$ cat src/rtl/id_ex_stage.sv
// id_ex_stage
// Decode-to-execute pipeline register for the 64-bit integer pipeline.
// Maps each decoded instruction to the ALU's 4-bit opcode, forwards both
// source operands from EX and EX/MEM, detects load-use hazards and
// registers everything the execute stage consumes.
//
// Ports
//   clk, reset         : clock; synchronous active-high reset
//   id_*               : decoded instruction in the ID slot
//   ex_alu_result      : ALU result of the instruction currently in EX
//   exmem_*            : destination / value of the instruction in EX/MEM
//   stall, flush       : downstream hold; kill of the ID instruction
//   hazard_stall       : combinational load-use hold request to upstream
//   ex_*               : registered execute-stage controls and operands
module id_ex_stage #(
  parameter int XLEN = 64
) (
  input  logic            clk,
  input  logic            reset,
  input  logic            id_valid,
  input  logic [XLEN-1:0] id_pc,
  input  logic [XLEN-1:0] id_rs1_data,
  input  logic [XLEN-1:0] id_rs2_data,
  input  logic [XLEN-1:0] id_imm,
  input  logic [4:0]      id_rs1,
  input  logic [4:0]      id_rs2,
  input  logic [4:0]      id_rd,
  input  logic [2:0]      id_class,
  input  logic [2:0]      id_funct3,
  input  logic            id_funct7_5,
  input  logic            id_reg_write,
  input  logic [XLEN-1:0] ex_alu_result,
  input  logic [4:0]      exmem_rd,
  input  logic            exmem_reg_write,
  input  logic [XLEN-1:0] exmem_result,
  input  logic            stall,
  input  logic            flush,
  output logic            hazard_stall,
  output logic            ex_valid,
  output logic [XLEN-1:0] ex_a,
  output logic [XLEN-1:0] ex_b,
  output logic [3:0]      ex_opcode,
  output logic [XLEN-1:0] ex_store_data,
  output logic [4:0]      ex_rd,
  output logic            ex_reg_write,
  output logic [2:0]      ex_class,
  output logic [2:0]      ex_funct3
);

  localparam logic [2:0] CLS_R     = 3'd0;
  localparam logic [2:0] CLS_I     = 3'd1;
  localparam logic [2:0] CLS_LOAD  = 3'd2;
  localparam logic [2:0] CLS_STORE = 3'd3;
  localparam logic [2:0] CLS_BR    = 3'd4;
  localparam logic [2:0] CLS_LUI   = 3'd5;
  localparam logic [2:0] CLS_AUIPC = 3'd6;

  localparam logic [3:0] OP_ADD  = 4'b0000;
  localparam logic [3:0] OP_SUB  = 4'b1000;
  localparam logic [3:0] OP_SLT  = 4'b0010;
  localparam logic [3:0] OP_SLTU = 4'b0011;

  // Registered state
  logic            valid_reg;
  logic [XLEN-1:0] a_reg, b_reg, store_data_reg;
  logic [3:0]      opcode_reg;
  logic [4:0]      rd_reg;
  logic            reg_write_reg;
  logic [2:0]      class_reg, funct3_reg;

  // Next-state values for a captured instruction
  logic [XLEN-1:0] a_next, b_next;
  logic [3:0]      opcode_next;

  // Per-source forwarding: index 0 is rs1, index 1 is rs2
  logic [4:0]      rs_idx  [2];
  logic [XLEN-1:0] rf_data [2];
  logic [XLEN-1:0] fwd     [2];
  logic            rs_used [2];

  assign rs_idx[0]  = id_rs1;
  assign rs_idx[1]  = id_rs2;
  assign rf_data[0] = id_rs1_data;
  assign rf_data[1] = id_rs2_data;
  assign rs_used[0] = (id_class != CLS_LUI) && (id_class != CLS_AUIPC);
  assign rs_used[1] = (id_class == CLS_R) || (id_class == CLS_BR) ||
                      (id_class == CLS_STORE);

  // A load in EX has no data yet, so it is never an EX forward source;
  // that case is covered by the hazard stall instead.
  logic ex_fwd_ok;
  assign ex_fwd_ok = valid_reg && reg_write_reg && (class_reg != CLS_LOAD) &&
                     (rd_reg != 5'd0);

  logic [1:0] load_hit;

  genvar gi;
  generate
    for (gi = 0; gi < 2; gi++) begin : g_src
      always_comb begin
        fwd[gi] = rf_data[gi];
        if (ex_fwd_ok && (rd_reg == rs_idx[gi])) begin
          fwd[gi] = ex_alu_result;
        end else if (exmem_reg_write && (exmem_rd != 5'd0) &&
                     (exmem_rd == rs_idx[gi])) begin
          fwd[gi] = exmem_result;
        end
      end
      assign load_hit[gi] = rs_used[gi] && (rs_idx[gi] == rd_reg);
    end
  endgenerate

  assign hazard_stall = !flush && id_valid && valid_reg &&
                        (class_reg == CLS_LOAD) && (rd_reg != 5'd0) &&
                        (|load_hit);

  // Opcode mapping
  always_comb begin
    opcode_next = OP_ADD;
    case (id_class)
      CLS_R: opcode_next = {id_funct7_5, id_funct3};
      CLS_I: begin
        // Only the shift-right immediate carries funct7_5 into the opcode
        if (id_funct3 == 3'b101) opcode_next = {id_funct7_5, 3'b101};
        else                     opcode_next = {1'b0, id_funct3};
      end
      CLS_BR: begin
        case (id_funct3[2:1])
          2'b10:   opcode_next = OP_SLT;
          2'b11:   opcode_next = OP_SLTU;
          default: opcode_next = OP_SUB;
        endcase
      end
      default: opcode_next = OP_ADD;
    endcase
  end

  // Operand selection
  always_comb begin
    a_next = fwd[0];
    if (id_class == CLS_LUI)   a_next = '0;
    if (id_class == CLS_AUIPC) a_next = id_pc;
    b_next = id_imm;
    if ((id_class == CLS_R) || (id_class == CLS_BR) || (id_class == 3'd7)) begin
      b_next = fwd[1];
    end
  end

  logic bubble;
  assign bubble = flush || hazard_stall || !id_valid;

  always_ff @(posedge clk) begin
    if (reset || (!stall && bubble)) begin
      valid_reg      <= 1'b0;
      a_reg          <= '0;
      b_reg          <= '0;
      opcode_reg     <= OP_ADD;
      store_data_reg <= '0;
      rd_reg         <= 5'd0;
      reg_write_reg  <= 1'b0;
      class_reg      <= 3'd0;
      funct3_reg     <= 3'd0;
    end else if (!stall) begin
      valid_reg      <= 1'b1;
      a_reg          <= a_next;
      b_reg          <= b_next;
      opcode_reg     <= opcode_next;
      store_data_reg <= fwd[1];
      rd_reg         <= id_rd;
      reg_write_reg  <= id_reg_write;
      class_reg      <= id_class;
      funct3_reg     <= id_funct3;
    end
  end

  assign ex_valid      = valid_reg;
  assign ex_a          = a_reg;
  assign ex_b          = b_reg;
  assign ex_opcode     = opcode_reg;
  assign ex_store_data = store_data_reg;
  assign ex_rd         = rd_reg;
  assign ex_reg_write  = reg_write_reg;
  assign ex_class      = class_reg;
  assign ex_funct3     = funct3_reg;

endmodule

$ cat config.mk
export PLATFORM = sky130hd
export DESIGN_NAME = id_ex_stage
export DESIGN_NICKNAME = d
export VERILOG_FILES = /design/src/rtl/id_ex_stage.sv
export SDC_FILE = /design/constraint.sdc
export NUM_CORES = 1
export LEC_CHECK = 0
export ABC_AREA = 1
export CORE_AREA = 2 2 245 247
export CTS_CLUSTER_DIAMETER = 150
export CTS_CLUSTER_SIZE = 20
export DETAILED_ROUTE_END_ITERATION = 7
export DIE_AREA = 0 0 247 249
export PLACE_DENSITY_LB_ADDON = 0.05
export SETUP_SLACK_MARGIN = 0.05
export SLEW_MARGIN = 20
export SYNTH_ARGS = -nofsm -noshare
export SYNTH_HDL_FRONTEND = slang
export SYNTH_SLANG_ARGS = --single-unit
$ cat constraint.sdc
create_clock -name clk -period 3.1 [get_ports clk]
set_input_delay 0.775 -clock clk [delete_from_list [all_inputs] [get_ports clk]]
set_output_delay 0.775 -clock clk [all_outputs]
set_load 0.005 [all_outputs]
==> results of run 1 <==
timing repair:
action | 4_1_cts | 5_1_grt
endpoints found under the setup margin | 1 | 1
gates cloned | 0 | 0
gates resized for setup | 17 | 9
pin swaps | 1 | 4
setup buffers | 0 | 0
worst max-delay path by stage:
stage | start | endpoint | depth (start not counted)
2_1_floorplan | id_class[2] | hazard_stall | 6
3_3_place_gp | id_rs1[3] | hazard_stall | 10
3_5_place_dp | id_class[1] | hazard_stall | 8
4_1_cts | ex_rd[1]$_SDFFE_PP0N_ | hazard_stall | 7
5_1_grt | id_valid | hazard_stall | 8
6_report | id_valid | hazard_stall | 8
flip-flops by register name, indices dropped and copies added (netlist names):
signal,cells
ex_a,64
ex_b,64
ex_store_data,64
ex_rd,5
ex_opcode,4
ex_class,3
ex_funct3,3
ex_reg_write,1
ex_valid,1
cells in the mapped netlist (all sizes together):
cell type / number
a31oi: 1
nand3b: 1
o21ai: 75
nand4: 66
buf: 110
nand3: 588
inv: 347
a21oi: 137
nand2: 513
a22oi: 1
or2: 128
nor2: 154
xor2: 6
nor3: 2
dfxtp: 209
clkbuf: 85
xnor2: 5
clkinv: 1
worst register-to-register path: cells and delay by family (launching register included):
family	cells	cell delay, ps
buffers and inverters	3	710
AOI/OAI and AO/OA	1	210
and+or+nand+nor	6	860
DFF	1	430
power breakdown:
group          leakage [nW]  switching, W  internal (W)  total [W]
clock                 0.193       0.00113      0.000879    0.00201
sequential             1.71     0.0000789       0.00282    0.00290
combinational          8.56       0.00118       0.00117    0.00235
total                  10.5       0.00238       0.00487    0.00726
cell type report:
type	count	area share [%]
diodes	16	0.1803
clock buffers	15	1.691
clock inverters	3	0.07889
inverters	348	5.934
multi-input cells	1677	36.19
flip-flops and latches	209	18.84
well taps	773	4.356
repair buffers	713	32.73
layer usage:
metal  vias to the layer above  wire length, µm  share of wire [%]  track usage [%]
li1                       8799                -                  -                -
met1                      8612            34130                 41            31.88
met2                       702            39950                 48            44.69
met3                       112             6034                7.3            5.376
met4                        16             2377                2.9            7.522
met5                         -              101               0.12                0
cells in the final DEF, fill, tap and decap left out, types with 7 or more instances in the layout:
| master | instances |
|---|---|
| dlygate4sd2_1 | 10 |
| nand2_4 | 7 |
| nand3_1 | 584 |
| nand2_1 | 505 |
| inv_1 | 343 |
| o21ai_0 | 74 |
| or2_2 | 128 |
| dfxtp_1 | 209 |
| a21oi_1 | 135 |
| clkbuf_16 | 15 |
| buf_4 | 59 |
| diode_2 | 16 |
| nor2_1 | 146 |
| buf_12 | 28 |
| clkdlybuf4s50_1 | 612 |
| nand4_1 | 66 |
stage by stage:
stage / hold WS (ps) / worst slack, ps / util (%) / total power [W]
final: 469.2 / 478.2 / 37.84 / 0.007259
after floorplan: 457.3 / 975.2 / - / 0.003910
after global placement: 452.6 / -169.1 / 37.03 / 0.005313
after detailed placement: 454.5 / -128.5 / 37.03 / 0.005309
after CTS: 469.3 / 52.57 / 37.70 / 0.007342
after global routing: 486.0 / 394.8 / 37.82 / 0.007637
cells by family after synthesis:
| logic type | after synthesis |
|---|---|
| AO/OA/AOI/OAI | 214 |
| XOR/XNOR | 11 |
| buffers and inverters | 543 |
| flip-flops | 209 |
| AND/OR/NAND/NOR | 1452 |
==> results_dict.tcl, run 1 <==
set metrics [dict create \
    outcome "finished clean" \
    timing_max_transition_violations_final 0 \
    min_path_type "reg2reg" \
    portBuffers 627 \
    synthDominantCellAreaShare_pct 29.37 \
    tightestPinTransition_ps 1026 \
    cts.sink_count 209 \
    grt_pass1_vias 18020 \
    peakVddDrop_uv 248.7 \
    cp_data_required_time_ps 2320 \
    routed_wirelength_mm 82.60 \
    drive_gt1_share_pct 8.938 \
    worstReg2RegEnd "ex_a[56]$_SDFFE_PP0N_" \
    cp_cell_sequence "clkdlybuf4s50_1, inv_1, nor2_2, nand2_1, nor3_2, nand2_1, inv_1, dlymetal6s2s_1" \
    rsz0062_at_grt "false" \
    timing.reg2reg.setup_slack_ps 800 \
    worst_skew_pair_latency_ps 510 \
    critical_path.reg2reg.startpoint "ex_rd[1]$_SDFFE_PP0N_" \
    netlist_area_um2 14250 \
    critPathKind "in2out" \
    whs_path_depth 2 \
    hold_path.startpoint "ex_store_data[31]$_SDFFE_PP0N_" \
    critical_path.max_stage_delay_ps 460 \
    cts_inserted_buffers 14 \
    gpl.final_weighted_congestion 0.8788 \
    ctsLongestPathBuffers 3 \
    critPathArrivalTime_ps 1850 \
    largest_net_degree_at_the_start_of_global_routing 76 \
    design.die.area_um2 61500 \
    max_cap_violations 0 \
    setup_tns_ps 0 \
    seq_area_um2 4184 \
    netlist_instances 2429 \
    finalInstanceArea_um2 22200 \
    cpLargestDelayFamily "buffers and inverters" \
    yosys_warnings 0 \
    total_nets_final 3381 \
    dr_total_vias 18240 \
    leakage_nw 10.46 \
    maxSlewHeadroom_pct 31.60 \
    hold_path_end "ex_store_data[31]$_SDFFE_PP0N_" \
    placed_standard_cell_area_um2 21730 \
    period_needed_ps 2622 \
    yosys_register_bits 209 \
    final_min_period_over_clock_period_pct 84.57 \
    ant_nets 0 \
    route.detailed.wl_per_inst_um 22.00 \
    clockRootBuffer "clkbuf_16" \
    report.final.setup_viol 0 \
    drt_pass1_iterations 6 \
    post-dp-hpwl_mm 59.61 \
    worst_r2r_path_depth 10 \
    fin_skew_ps 15.17 \
    max_clock_freq_mhz 381.4 \
    synth_area_leaders "dfxtp_1 (29%), nand3_1 (21%), nand2_1 (13%), inv_1 (9.1%), or2_2 (5.6%)" \
    synth_simple_gate_area_share_pct 46.92 \
    hold_buffers 0 \
    floorplan.io_pins 628 \
    synth_top_family_by_area "simple AND/OR/NAND/NOR gates" \
    yosys.area_share.xor_xnor_pct 0.6762 \
    synthesis.area_per_instance_um2 5.866 \
    final-hold-violation-count 0 \
    core_rows 89 \
    crit_fanout 2 \
    wire_length_of_the_first_global_routing_pass_mm 119.8 \
    synth.area.mux_share_pct 0 \
    grt_antenna_before_repair 22 \
    tritoncts "built" \
    initial_utilization_pct 24.28 \
    ctsHtreeMaxLevel 1 \
    globalRoute.totalOverflow 0 \
    layout-area-overhead-vs-synth_pct 55.84 \
    vias_per_cell 4.859 \
    crit_slowest_cell "clkdlybuf4s50_1" \
    synth_area_leader_cell "dfxtp_1" \
    cts.clk_slew.worst_paths_ps 90 \
    layout.cells.non_filler 3754 \
    remaining_design_rule_violation_count 0 \
    num-fill-cells 6411 \
    power_density_nw_per_um2 326.9 \
    placed_cells 3720 \
    placeableCoreArea_um2 58690 \
    multiInputGateArea_um2 8035 \
    critical_path_buf_inv_count 4 \
    grtUsageTotal_pct 25.80 \
    end_kind "primary output" \
    drt_iter0_drc 1427 \
    synthDistinctLibCells 24 \
    seq_area_frac_synth_pct 29.37 \
    floorplan.die.width_um 247 \
    mappedNetlistNets 2847 \
    die_y_um 249 \
    critical_path.startpoint_type "input port" \
    post_synth_fa_ha_maj_area_fraction_pct 0 \
    synth-compound-area-share_pct 7.544 \
]
(Power assumes the default switching activity.)
==> run 2: changes to the inputs <==
CORE_AREA = 2 2 246 248   (was 2 2 245 247)
DIE_AREA = 0 0 248 250   (was 0 0 247 249)
clock period = 2.3 ns   (was 3.1 ns; I/O delays follow)
==> run 2 against run 1 <==
Net effect: utilization grew 0.89 points; clock skew grew 18 ps; critical path type is now reg2reg; largest cell class unchanged; routed wire length grew 4.0%; first-iteration DRC count shrank 7.6%; register-to-register slack lost 690 ps; critical endpoint is now ex_a[56]$_SDFFE_PP0N_; non-clock buffer count grew 50; global-route usage grew 0.067 points.
==> results_dict.tcl, run 2 (synthesized netlist as in run 1, its figures left out) <==
set metrics [dict create \
    cts.clk_slew.worst_paths_ps 100 \
    hold_buffers 0 \
    core_rows 90 \
    tightestPinTransition_ps 975.2 \
    dr_total_vias 18680 \
    fin_skew_ps 32.85 \
    leakage_nw 10.86 \
    mostFrequentLayoutCell "clkdlybuf4s50_1" \
    floorplan.io_pins 628 \
    pre_cts_ws_ps -531.4 \
    min_path_type "reg2reg" \
    placed_cells 3746 \
    drt_iter0_drc 1319 \
    largest_net_degree_at_the_start_of_global_routing 86 \
    maxSlewHeadroom_pct 34.98 \
    outcome "finished clean" \
    grt_pass1_vias 18320 \
    ctsHtreeMaxLevel 1 \
    grt_antenna_before_repair 19 \
    design.die.area_um2 62000 \
    critical_path.max_stage_delay_ps 390 \
    cts_inserted_buffers 14 \
    period_needed_ps 2190 \
    tritoncts "built" \
    placeableCoreArea_um2 59570 \
    die_y_um 250 \
    drt_pass1_iterations 6 \
    setup_tns_ps 0 \
    critical_path.startpoint_type "register" \
    rsz0062_at_grt "false" \
    mostFrequentLayoutCells "clkdlybuf4s50_1 (610), nand3_1 (581), nand2_1 (496)" \
    timing_max_transition_violations_final 0 \
    power_density_nw_per_um2 433.2 \
    crit_path_frequent_cell "buf_4" \
    route.detailed.wl_per_inst_um 22.54 \
    layout.cells.non_filler 3811 \
    remaining_design_rule_violation_count 0 \
    portBuffers 627 \
    crit_fanout 12 \
    num-fill-cells 6427 \
    crit_slowest_cell "dfxtp_4" \
    report.final.setup_viol 0 \
    cts.sink_count 209 \
    critPathKind "reg2reg" \
    layout_setup_ws_ps 109.7 \
    floorplan.die.width_um 248 \
    max_cap_violations 0 \
    cp_cell_sequence "xor2_1, buf_4, buf_4, buf_4, buf_4, nor2_4, buf_4, clkbuf_16, nand3_1, nand2_1, inv_1, a21oi_1, nor2_1" \
    grtUsageTotal_pct 25.87 \
    wire_length_of_the_first_global_routing_pass_mm 120.9 \
    globalRoute.totalOverflow 0 \
    end_kind "register" \
    cp_data_required_time_ps 2710 \
    gpl.final_weighted_congestion 0.8987 \
    drive_gt1_share_pct 11.54 \
    post-dp-hpwl_mm 60.74 \
    final-hold-violation-count 0 \
    routed_wirelength_mm 85.91 \
    ctsLongestPathBuffers 3 \
    initial_utilization_pct 23.92 \
    vias_per_cell 4.902 \
    hold_ws_ps 468.8 \
    max_clock_freq_mhz 456.6 \
    layout-area-overhead-vs-synth_pct 61.92 \
    critPathArrivalTime_ps 2600 \
    clockRootBuffer "clkbuf_16" \
    worst_skew_pair_latency_ps 520 \
    total_nets_final 3431 \
    ant_nets 0 \
    peakVddDrop_uv 476.9 \
    final_min_period_over_clock_period_pct 95.23 \
]
## run 2: cell count changes in the layout (fill, tap and decap cells not counted), sizes merged
cell           change
clkinvlp           -1
dlymetal6s2s       -2
dlygate4sd2        +3
clkdlybuf4s50      -2
buf               +45
clkinv             -2
inv                +1
diode              -2
clkbuf             +8
## run 2: repair_timing
| action | in CTS | in global routing |
|---|---|---|
| buffers inserted | 11 | 16 |
| endpoints found under the setup margin | 43 | 189 |
| resized for setup | 35 | 46 |
| cloned | 0 | 6 |
| pin swaps | 6 | 12 |
## run 2: path summary, 6_finish.rpt
| check | start | endpoint | slack [ps] | depth (start not counted) |
|---|---|---|---|---|
| setup / recovery | ex_rd[4]$_SDFFE_PP0N_ | ex_a[56]$_SDFFE_PP0N_ | 110 | 13 |
| hold / removal | ex_store_data[63]$_SDFFE_PP0N_ | ex_store_data[63]$_SDFFE_PP0N_ | 470 | 2 |
| setup reg to reg | ex_rd[4]$_SDFFE_PP0N_ | ex_a[56]$_SDFFE_PP0N_ | 110 | 13 |
| hold reg to reg | ex_store_data[63]$_SDFFE_PP0N_ | ex_store_data[63]$_SDFFE_PP0N_ | 470 | 2 |
## run 2: final cells by class
class | instances | area (µm²) | share of cell area, %
clock inverter | 1 | 8.758 | 0.03797
antenna | 14 | 35.03 | 0.1519
tap | 782 | 978.4 | 4.241
clock buffer | 17 | 392.9 | 1.703
sequential | 209 | 4198 | 18.20
timing repair buffer | 763 | 8005 | 34.70
inverter | 348 | 1320 | 5.722
multi-input combinational | 1677 | 8132 | 35.25
## run 2: per-stage QoR
step / instance area, µm² / utilization, % / power [W]
after floorplan: 14250 / - / 0.005269
after global placement: 22090 / 37.08 / 0.007218
after detailed placement: 22090 / 37.08 / 0.007216
after CTS: 22590 / 37.93 / 0.01002
after global routing: 23070 / 38.72 / 0.01047
final: 23070 / 38.73 / 0.009993
## run 2: power by group
part / leakage, nW / internal, W / switching, W
clock network: 0.198 / 0.00122 / 0.00151
logic: 8.94 / 0.00167 / 0.00167
registers: 1.72 / 0.00381 / 0.000110
total: 10.9 / 0.00670 / 0.00329
## run 2: routing by layer
| metal | GRT usage (%) | part of all wire (%) | vias to the layer above |
|---|---|---|---|
| li1 | - | - | 8910 |
| met1 | 32.48 | 41 | 8796 |
| met2 | 43.99 | 49 | 816 |
| met3 | 4.678 | 7.2 | 148 |
| met4 | 9.016 | 3.3 | 10 |
| met5 | 0 | 0.081 | - |
## run 2: worst max-delay path: cells and delay by family (launching register included)
kind	cells	cell delay, ps
buffers and inverters	7	920
XOR/XNOR	1	180
AO/OA/AOI/OAI	1	240
flip-flops	1	390
AND/OR/NAND/NOR	4	350
==> run 3: changes to the inputs <==
CELL_PAD_IN_SITES_DETAIL_PLACEMENT = 1   (was unset)
CELL_PAD_IN_SITES_GLOBAL_PLACEMENT = 1   (was unset)
CORE_AREA = 2 2 242 244   (was 2 2 246 248)
DIE_AREA = 0 0 244 246   (was 0 0 248 250)
==> run 3 against run 2 <==
Net effect: critical path depth decreased by 5; flip-flop and latch count unchanged; clock-buffer cell count shrank 2; sequential power is essentially flat; maximum frequency decreased by 1.0%; global-route usage increased by 2.2 points; register-to-register slack barely moved; routed wire length grew 3.4%; combinational power barely moved; setup slack worse by 23 ps; non-clock buffer count decreased by 1; clock power about the same; critical path type is now reg2out; critical endpoint is now hazard_stall.
==> results_dict.tcl, run 3 (synthesized netlist as in run 1, its figures left out) <==
set metrics [dict create \
    drt_pass1_iterations 5 \
    seq_area_um2 4198 \
    placeableCoreArea_um2 57370 \
    critPathKind "reg2out" \
    power.share.combinational_pct 33.5 \
    power_density_nw_per_um2 432.7 \
    mostFrequentLayoutCells "clkdlybuf4s50_1 (611), nand3_1 (581), nand2_1 (501)" \
    core_rows 88 \
    cts.clk_slew.worst_paths_ps 90 \
    grt_pass1_vias 19260 \
    mostFrequentLayoutCell "clkdlybuf4s50_1" \
    tightestPinTransition_ps 991.0 \
    crit_slowest_cell "dfxtp_4" \
    internal_portion_of_total_power_w 0.006665 \
    vias_per_cell 4.949 \
    grt_antenna_before_repair 19 \
    postLayoutCoreUtil_pct 40.17 \
    floorplan.die.width_um 244 \
    ant_nets 0 \
    max_cap_violations 0 \
    pre_cts_ws_ps -570.7 \
    gpl.final_weighted_congestion 0.9179 \
    end_kind "primary output" \
    total_nets_final 3430 \
    cts.sink_count 209 \
    layout_setup_ws_ps 87.05 \
    largest_net_degree_at_the_start_of_global_routing 86 \
    period_needed_ps 2213 \
    power.share.clock_pct 27.2 \
    worst_skew_pair_latency_ps 520 \
    critPathArrivalTime_ps 1640 \
    critical_path.startpoint_type "register" \
    wire_length_of_the_first_global_routing_pass_mm 127.8 \
    cts_inserted_buffers 14 \
    num-fill-cells 7312 \
    post-dp-hpwl_mm 64.50 \
    outcome "finished clean" \
    initial_utilization_pct 24.84 \
    min_path_type "reg2reg" \
    tritoncts "built" \
    clockRootBuffer "clkbuf_16" \
    peakVddDrop_uv 388.1 \
    floorplan.io_pins 628 \
    remaining_design_rule_violation_count 0 \
    routed_wirelength_mm 88.85 \
    route.detailed.wl_per_inst_um 23.44 \
    dr_total_vias 18760 \
    multiInputGateArea_um2 8148 \
    final_min_period_over_clock_period_pct 96.22 \
    p_sw_w 0.003306 \
    layout-area-overhead-vs-synth_pct 61.74 \
    die_y_um 246 \
    rsz0062_at_grt "true" \
    crit_fanout 4 \
    ctsLongestPathBuffers 3 \
    leakage_nw 10.80 \
    max_clock_freq_mhz 451.9 \
    report.final.setup_viol 0 \
    seq_power_share_pct 39.3 \
    maxSlewHeadroom_pct 33.94 \
    portBuffers 627 \
    design.die.area_um2 60020 \
    critical_path.max_stage_delay_ps 370 \
    net_sw_share_pct 33.16 \
    cp_data_required_time_ps 1730 \
    crit_path_frequent_cell "nand2_1" \
    grtUsageTotal_pct 28.02 \
    cp_cell_sequence "xor2_2, buf_4, inv_2, nand4_1, nand2_1, nand2_1, inv_1, buf_2" \
    globalRoute.totalOverflow 0 \
    ctsHtreeMaxLevel 1 \
    drt_iter0_drc 1269 \
    fin_skew_ps 19.63 \
    timing_max_transition_violations_final 0 \
    drive_gt1_share_pct 11.48 \
    final-hold-violation-count 0 \
]
==> run 3: cell types whose count changed in the layout (fill, tap and decap cells not counted), moves of 3 or more <==
cell / change
a21oi_2: +3
buf_12: +7
buf_4: -3
nand2_1: +5
nand2_2: -4
==> run 3: final timing paths <==
| path | startpoint | cells past startpoint | slack (ps) | end |
|---|---|---|---|---|
| worst max-delay path | ex_rd[4]$_SDFFE_PP0N_ | 8 | 90 | hazard_stall |
| worst min-delay path | ex_store_data[31]$_SDFFE_PP0N_ | 2 | 470 | ex_store_data[31]$_SDFFE_PP0N_ |
| worst max register to register | ex_rd[1]$_SDFFE_PP0N_ | 14 | 100 | ex_a[24]$_SDFFE_PP0N_ |
| worst min register to register | ex_store_data[31]$_SDFFE_PP0N_ | 2 | 470 | ex_store_data[31]$_SDFFE_PP0N_ |
==> run 3: power by group through the flow <==
stage	Sequential, W	Clock [W]	Combinational, W
after CTS	0.00392	0.00283	0.00330
after global placement	0.00400	0	0.00325
after global routing	0.00394	0.00291	0.00361
after floorplan	0.00399	0	0.00128
after detailed placement	0.00400	0	0.00327
final	0.00392	0.00271	0.00334
==> run 3: layer usage <==
| metal | up-vias | share of wire [%] | GRT usage (%) |
|---|---|---|---|
| met3 | 113 | 6.1 | 4.891 |
| li1 | 8907 | - | - |
| met2 | 585 | 49 | 49.07 |
| met5 | - | 0.11 | 0 |
| met4 | 16 | 2.6 | 8.590 |
| met1 | 9135 | 42 | 34.88 |
==> run 3: area by class of cell <==
class	count	area share, %
Antenna cell	12	0.1303
Clock buffer	15	1.629
Clock inverter	2	0.05973
Inverter	348	5.718
Multi-Input combinational cell	1677	35.36
Sequential cell	209	18.22
Tap cell	765	4.154
Timing Repair Buffer	762	34.73
==> run 3: repair_timing <==
action	CTS	global route
pin swaps	7	12
hold buffers	0	0
endpoints found under the setup margin	1	70
buffers inserted	7	14
gates cloned	0	4
endpoints found under the hold margin	0	0
resized for setup	38	39
==> run 3: per-stage QoR <==
stage               power [W]  setup TNS, ps  hold WS, ps  std cells  instance area [µm²]
detailed placement   0.007268         -75810        458.7       3737                22200
global route          0.01046              0        489.6       3787                23040
floorplan            0.005269              0        457.3       2429                14250
global placement     0.007243         -83910        451.9       3737                22200
finish               0.009971              0        469.8       3790                23040
CTS                   0.01005              0        473.4       3761                22660
==> run 3: worst max-delay path: cells and delay by family, from the launching register on <==
kind	cells	cell delay (ps)
buffers and inverters	4	350
and+or+nand+nor	3	240
DFF	1	370
xor gates and xnor gates	1	180
